`config.mk`:
```
export PLATFORM = sky130hd
export DESIGN_NAME = mandel_writer
export DESIGN_NICKNAME = d
export VERILOG_FILES = /design/src/rtl/mandel_writer.sv
export SDC_FILE = /design/constraint.sdc
export NUM_CORES = 2
export LEC_CHECK = 0
export BUFFER_PORTS_ARGS = -buffer_cell sky130_fd_sc_hd__clkbuf_2
export CAP_MARGIN = 20
export CORE_UTILIZATION = 45
export CTS_BUF_LIST = sky130_fd_sc_hd__clkbuf_8
export CTS_CLUSTER_DIAMETER = 100
export DETAILED_ROUTE_END_ITERATION = 8
export GPL_ROUTABILITY_DRIVEN = 0
export HOLD_SLACK_MARGIN = 0.02
export PLACE_DENSITY = 0.7
export SETUP_SLACK_MARGIN = 0.15
export SYNTH_ARGS = -nofsm -noshare
export SYNTH_HDL_FRONTEND = slang
export SYNTH_SLANG_ARGS = --single-unit
```
`constraint.sdc`:
```
create_clock -name clock -period 10.3 [get_ports clock]
set_input_delay 0.515 -clock clock [delete_from_list [all_inputs] [get_ports clock]]
set_output_delay 0.515 -clock clock [all_outputs]
set_load 0.02 [all_outputs]
```
`src/rtl/mandel_writer.sv`:
```
// Escape-time Mandelbrot renderer: walks a WIDTH x HEIGHT frame in raster order, one z<-z^2+c step per clock,
// and writes one colour index per pixel through a valid/ready port; w_we is held until w_ready accepts.
module mandel_writer #(
    parameter int WIDTH   = 320,
    parameter int HEIGHT  = 200,
    parameter int MAXITER = 64,
    parameter int X0      = -10240,
    parameter int Y0      = -5120,
    parameter int DX      = 45,
    parameter int DY      = 51
) (
    input  logic        clock,
    input  logic        reset,
    input  logic        start,
    output logic        busy,
    output logic        done,
    output logic [15:0] w_addr,
    output logic [7:0]  w_data,
    output logic        w_we,
    input  logic        w_ready
);

    typedef enum logic [2:0] {
        IDLE  = 3'd0,
        INIT  = 3'd1,
        ITER  = 3'd2,
        WRITE = 3'd3,
        DONE  = 3'd4
    } state_t;

    localparam logic [15:0]        X_LAST = 16'(WIDTH - 1);
    localparam logic [15:0]        Y_LAST = 16'(HEIGHT - 1);
    localparam logic [7:0]         MAX_IT = 8'(MAXITER);
    localparam logic signed [15:0] CX0    = 16'(X0);
    localparam logic signed [15:0] CY0    = 16'(Y0);
    localparam logic signed [15:0] STEP_X = 16'(DX);
    localparam logic signed [15:0] STEP_Y = 16'(DY);
    localparam logic [16:0]        ESC_LIM = 17'd16384;

    state_t state, state_nxt;

    logic [15:0]        x, y;
    logic signed [15:0] cx, cy, zx, zy;
    logic [7:0]         iter;

    logic signed [31:0] pxx, pyy, pxy;
    logic [15:0]        zx2, zy2;
    logic signed [15:0] zxy;
    logic [16:0]        mag;
    logic               escape, max_hit, stop_iter, accept, row_end, last_pix;

    // Q4.12 x Q4.12 gives Q8.24; the >>>12 keeps bits [27:12] after truncation
    always_comb begin
        pxx       = 32'(zx) * 32'(zx);
        pyy       = 32'(zy) * 32'(zy);
        pxy       = 32'(zx) * 32'(zy);
        zx2       = 16'(pxx >>> 12);
        zy2       = 16'(pyy >>> 12);
        zxy       = 16'(pxy >>> 12);
        mag       = {1'b0, zx2} + {1'b0, zy2};
        escape    = (mag >= ESC_LIM);
        max_hit   = (iter == MAX_IT);
        stop_iter = escape || max_hit;
        row_end   = (x == X_LAST);
        last_pix  = row_end && (y == Y_LAST);
        accept    = (state == WRITE) && w_ready;
    end

    always_ff @(posedge clock) begin
        if (reset) begin
            state <= IDLE;
        end else begin
            state <= state_nxt;
        end
    end

    always_comb begin
        state_nxt = state;
        busy      = 1'b0;
        done      = 1'b0;
        w_we      = 1'b0;
        case (state)
            IDLE: begin
                if (start) state_nxt = INIT;
            end
            INIT: begin
                busy      = 1'b1;
                state_nxt = ITER;
            end
            ITER: begin
                busy = 1'b1;
                if (stop_iter) state_nxt = WRITE;
            end
            WRITE: begin
                busy = 1'b1;
                w_we = 1'b1;
                if (w_ready) state_nxt = last_pix ? DONE : INIT;
            end
            DONE: begin
                done = 1'b1;
                if (start) state_nxt = INIT;
            end
            default: state_nxt = IDLE;
        endcase
    end

    always_ff @(posedge clock) begin
        if (reset) begin
            x      <= '0;
            y      <= '0;
            cx     <= '0;
            cy     <= '0;
            zx     <= '0;
            zy     <= '0;
            iter   <= '0;
            w_addr <= '0;
            w_data <= '0;
        end else begin
            case (state)
                IDLE, DONE: begin
                    if (start) begin
                        x      <= '0;
                        y      <= '0;
                        w_addr <= '0;
                        cx     <= CX0;
                        cy     <= CY0;
                    end
                end
                INIT: begin
                    zx   <= '0;
                    zy   <= '0;
                    iter <= '0;
                end
                ITER: begin
                    if (stop_iter) begin
                        w_data <= max_hit ? 8'd0 : iter;
                    end else begin
                        zx   <= zx2 - zy2 + cx;
                        zy   <= (zxy <<< 1) + cy;
                        iter <= iter + 8'd1;
                    end
                end
                WRITE: begin
                    // address stays on the last pixel once the frame is finished
                    if (accept && !last_pix) begin
                        w_addr <= w_addr + 16'd1;
                        if (row_end) begin
                            x  <= '0;
                            cx <= CX0;
                            y  <= y + 16'd1;
                            cy <= cy + STEP_Y;
                        end else begin
                            x  <= x + 16'd1;
                            cx <= cx + STEP_X;
                        end
                    end
                end
                default: ;
            endcase
        end
    end

endmodule

```
---- Word-level counts from Yosys, hierarchy flattened ----
Index checks and enable logic that the tools add are counted.
W data, S select, Z words.
operators by class
  $add $sub $neg .......................... 10
  multiply operators ...................... 3
  div/mod/pow operators ................... 0
  magnitude comparators ................... 1
  equal/unequal tests ..................... 13
  shift operators ......................... 0
  multiplexer cells ....................... 32
  bitwise operators ....................... 0
  reduce and logical (&&, ||, !) cells .... 15
operators by type and width
  cell                     count
  $mux W16                 14
  $pmux W16 S2             7
  $mul A16 B16 Y28         2
  $add A16 B1 Y16 const B  3
  $add A16 B16 Y16         2
  $add A16 B7 Y16 const B  2
  $mul A16 B16 Y27         1
  $add A16 B16 Y17         1
  $ge A17 B15 Y1 const B   1
  $eq A16 B8 Y1 const B    1
  $eq A16 B9 Y1 const B    1
  $mux W8                  2
  $pmux W8 S2              1
  $sub A16 B16 Y16         1
  $mux W3                  4
  $pmux W3 S4              1
  $add A8 B1 Y8 const B    1
  $eq A8 B7 Y1 const B     1
  $ne A2 B2 Y1 const B     4
  $eq A3 B2 Y1 const B     2
  $reduce_and A3 Y1        2
  $ne A2 B1 Y1 const B     2
  $reduce_and A2 Y1        2
  $reduce_and A4 Y1        1
  other kinds (10)         15
storage, ports and cells
  register bits ........................... 131
  latch bits .............................. 0
  bits in writable memories ............... 0
  ROM bits ................................ 0
  word-level logic and storage cells ...... 84
  memories kept ........................... 0

---- Logic depth before layout (Yosys ltp) ----
  depth in word-level cells ............... 6
  mapped depth ............................ 41
  depth with buffers taken out ............ 39

---- Worst setup path before layout ----
OpenSTA, ideal clock, no wires.
  path kind ............................... reg2reg
  start point ............................. register zx[4]
  end point ............................... register zx[9]
  arrival ................................. 8.547 ns
  data required time ...................... 10.230 ns
  slack ................................... 1.682 ns
  stages on the path, launching flop included .. 36
  buffers on the path ..................... 2
  path through ............................ dfxtp_1 -> clkbuf_1 -> clkbuf_1 -> nand2_1 -> fa_1 -> inv_1 -> fa_1 -> ha_1 -> inv_1 -> fa_1 -> fa_1 -> inv_1 -> fa_1 -> ha_1 -> a21o_1 -> a221o_1 -> o2111ai_2 -> a31oi_1 -> o21a_1 -> o21a_1 -> nor2_1 -> o21bai_1 -> a21oi_1 -> o21ai_0 -> xor2_1 -> ha_1 -> a21o_1 -> a21oi_1 -> o31ai_1 -> and2_1 -> a221o_1 -> nand2b_4 -> a2111oi_4 -> a211oi_4 -> or4_1 -> a21oi_1
between the ends
  cells in the longest elaborated chain, start to end .. 6
  elaborated cells on any way between the ends .. 10
  those cells by class .................... add/sub: 3; mul: 1; order compare: 1; eq/ne: 1; mux: 2; reduce/logical: 2
RTL lines
  item                                line  RTL
  from (decl)                         43    logic signed [15:0] cx, cy, zx, zy;
  from (signal assigned)              138   zx <= zx2 - zy2 + cx;
  $mul A16 B16 Y28 *                  54    pxx = 32'(zx) * 32'(zx);
  $add A16 B16 Y17                    60    mag = {1'b0, zx2} + {1'b0, zy2};
  $ge A17 B15 Y1                      61    escape = (mag >= ESC_LIM);
  $logic_or A1 B1 Y1                  63    stop_iter = escape || max_hit;
  $ne A2 B2 Y1 (no source line)       n/a
  $reduce_and A2 Y1 (no source line)  n/a
Mark *: on every way between the ends. The rest lies on a longest branch, timed or not. The select of a mux whose other input is x is not followed.
A chain may end at the register's enable or synchronous reset.

---- Worst setup path in the final report ----
  start point ............................. register zx[7]
  end point ............................... register zy[3]
between the ends
  cells in the longest elaborated chain, start to end .. 6
  elaborated cells on any way between the ends .. 10
  those cells by class .................... add/sub: 2; mul: 2; order compare: 1; eq/ne: 1; mux: 2; reduce/logical: 2
RTL lines
  item                                line  RTL
  $mul A16 B16 Y28                    54
  $add A16 B16 Y17                    60
  $ge A17 B15 Y1                      61
  $logic_or A1 B1 Y1                  63
  $ne A2 B2 Y1 (no source line)       n/a
  $reduce_and A2 Y1 (no source line)  n/a
  to (signal assigned)                139   zy <= (zxy <<< 1) + cy;
  to (decl)                           43
Several ways; a longest one is shown, not always the timed one. The select of a mux whose other input is x is not followed.

==> impl_metrics.py <==
metrics = {
    "synth": {
        "synthFlopType": "dfxtp_1",
        "synthCells": 3513,
        "synth_area_leaders": "fa_1 41%, ha_1 11%, inv_1 11%, dfxtp_1 8.4%, nand2_1 4.6%",
        "synth.cell_area_mm2": 0.0311,
        "synth_edf_count": 0,
        "async_flop_share_pct": 0,
        "netlist.area_leader.share_pct": 41.2,
        "synth.net_count": 4444,
        "synth_area_per_cell_um2": 8.87,
        "synth_top_area_cell": "fa_1",
        "yosysSeqAreaShare_pct": 8.42,
        "ys_ff_latch": 131,
        "synth_cell_type_count": 80,
        "yosysWarnings": 0,
    },
    "floorplanning": {
        "die_h_um": 265,
        "start_util_pct": 45.4,
        "fp-row-count": 96,
        "core-area_mm2": 0.0686,
        "io_pins": 31,
        "fp.dieArea_mm2": 0.0703,
        "die_w_um": 265,
    },
    "routing": {
        "firstDrtPassIters": 5,
        "post_drt_wl_per_cell_um": 15.6,
        "drt_iter0_drc": 1428,
        "ant_nets": 0,
        "vias": 22100,
        "drc": 0,
        "via_per_inst": 4.98,
        "finalWirelength_um": 69200,
    },
    "layout": {
        "filler_cell_count": 6462,
        "syn_to_final_growth_pct": 5.51,
        "drive_gt1_share_pct": 4.71,
        "regArea_mm2": 0.00262,
        "multi_input_area_mm2": 0.0247,
        "final_util_pct": 47.9,
        "mostFrequentLayoutCells": "876 x inv_1, 641 x fa_1, 378 x nand2_1",
        "fin_nets": 4426,
        "final_common_cell": "inv_1",
    },
    "worst_setup_path": {
        "r2r_start": "zx[7]$_SDFFE_PP0P_",
        "r2r_end": "zy[3]$_SDFFE_PP0P_",
        "r2r_cells": 35,
        "max_stage_delay_ps": 860,
        "crit_fanout": 28,
        "cp.arrival_ps": 9990,
        "path_common_cell": "fa_1",
        "r2r_slack_ps": 700,
        "startpoint_type": "register",
        "endpoint": "zy[3]$_SDFFE_PP0P_",
        "crit_start": "zx[7]$_SDFFE_PP0P_",
        "end_kind": "register",
        "path_class": "reg -> reg",
        "crit_required_ps": 10690,
        "cp_slowest_cell": "dfxtp_1",
    },
    "power": {
        "ir_drop_uv": 138,
        "p_per_area_mw_per_mm2": 80.8,
        "power_leakage_nw": 16.1,
        "finalPower_mw": 2.66,
    },
    "clock_tree": {
        "clkTransAtPathRegs_ps": 90,
        "clockBufferDepth": 2,
        "ctsResizeCount": 0,
        "cts_tree": "done",
        "cts.sinks": 131,
        "cts-htree-levels": 4,
        "cts_buffers": 17,
        "postCtsSetupBuffers": 0,
        "clock_latency_ps": 480,
        "cts_root_buf": "clkbuf_8",
        "cts-hold-fix-buffers": 0,
    },
    "placed_design": {
        "port_buffers": 30,
        "dp_hpwl_um": 57500,
        "place_ws_ps": 877,
    },
    "sta": {
        "setup_viol": 0,
        "finalWorstSetupSlack_ps": 703,
        "rsz0062_at_grt": "false",
        "setup_tns_ps": 0,
        "max_freq_mhz": 104,
        "timing.final.crit_share_pct": 93.2,
        "finalClockSkew_ps": 21.2,
        "min_period_ps": 9600,
        "slew_viol_final": 0,
        "tightestPinTransition_ps": 1060,
        "finalHoldViolations": 0,
        "slew_headroom_pct": 29.1,
    },
    "run_status": {
        "outcome": "finished clean",
    },
    "global_route": {
        "grt_first_pass_wirelength_um": 117000,
        "grt_max_degree": 64,
        "grt_overflow_total": 0,
        "grt_pass1_vias": 23200,
        "gr-usage-all-layers_pct": 21.0,
        "antenna_found_initial": 0,
    },
    "run": {
        "maxCapViolations": 0,
    },
    "min_path": {
        "worstHoldStart": "start",
        "holdCritPathClass": "in -> reg",
    },
}
[flip-flops by register name, summed over array words and instances (netlist names)]
register and count:
state 3, zx 16, zy 16, x 16
iter 8, cy 16, w_addr 16, w_data 8
y 16, cx 16
[per-layer routing]
layer	track usage (%)	part of all wire [%]
met5	0	0
met4	5.44	2.2
met3	2.97	5.5
met2	36.0	49
met1	27.7	43
[area by class of cell]
class                           count  share of cell area (%)
Clock inverter                     12                   0.556
Clock buffer                       18                   0.754
Sequential cell                   131                    7.98
Tap cell                          931                    3.54
Inverter                          883                    10.1
Timing Repair Buffer               97                    2.03
Multi-Input combinational cell   2365                    75.0
Antenna cell                        1                 0.00761
[where the power goes]
group          switching (mW)  internal [mW]  leakage (nW)
clock network           0.226          0.268         0.207
logic                   0.950          0.623          14.8
registers              0.0542          0.534          1.06
total                    1.23           1.42          16.1
[Yosys cell counts (19+ instances only)]
library cell and n:
nand4_1 19, ha_1 286, or3_1 38, nand2b_1 26, inv_1 876, clkbuf_1 122, nand2_1 378, nor3_1 33
a21oi_1 103, xor2_1 80, fa_1 641, nand3_1 31, nor2_1 207, dfxtp_1 131, xnor2_1 121, and3_1 21
a21o_1 27, and2_1 154, o21ai_0 37
[worst min-delay path by stage]
stage                     cells after the start  slack [ps]               endpoint
after floorplan                               2         450      x[1]$_SDFFE_PP0P_
after global placement                        2         460     zx[5]$_SDFFE_PP0P_
after detailed placement                      2         460     zx[5]$_SDFFE_PP0P_
after CTS                                     4         320  state[2]$_SDFFE_PP0P_
after global routing                          4         360  state[2]$_SDFFE_PP0P_
final                                         4         350  state[2]$_SDFFE_PP0P_
[kinds of logic after synthesis]
logic type | Yosys count | synth area share, %
muxes | 15 | 0.490
DFF | 131 | 8.42
buffers and inverters | 1017 | 12.4
adders and majority gates | 927 | 52.7
and+or+nand+nor | 951 | 14.4
xor gates and xnor gates | 202 | 5.72
AOI/OAI and AO/OA | 270 | 5.92
[critical path, delay by kind of cell, from the launching register on]
family	cells	cell delay, ps
flops	1	860
xor+xnor	1	300
simple gates	6	1440
buf+inv	5	460
fa+ha+maj	8	3100
compound gates	15	3350
[through the flow]
step / instances / hold slack (ps) / instance area [um2]
after floorplan: 3513 / 449 / 31100
after global placement: 4407 / 459 / 32400
after detailed placement: 4407 / 463 / 32400
after CTS: 4437 / 322 / 32900
after global routing: 4437 / 361 / 32900
final: 4438 / 348 / 32900
No activity file was read; power rests on OpenSTA's default activity.
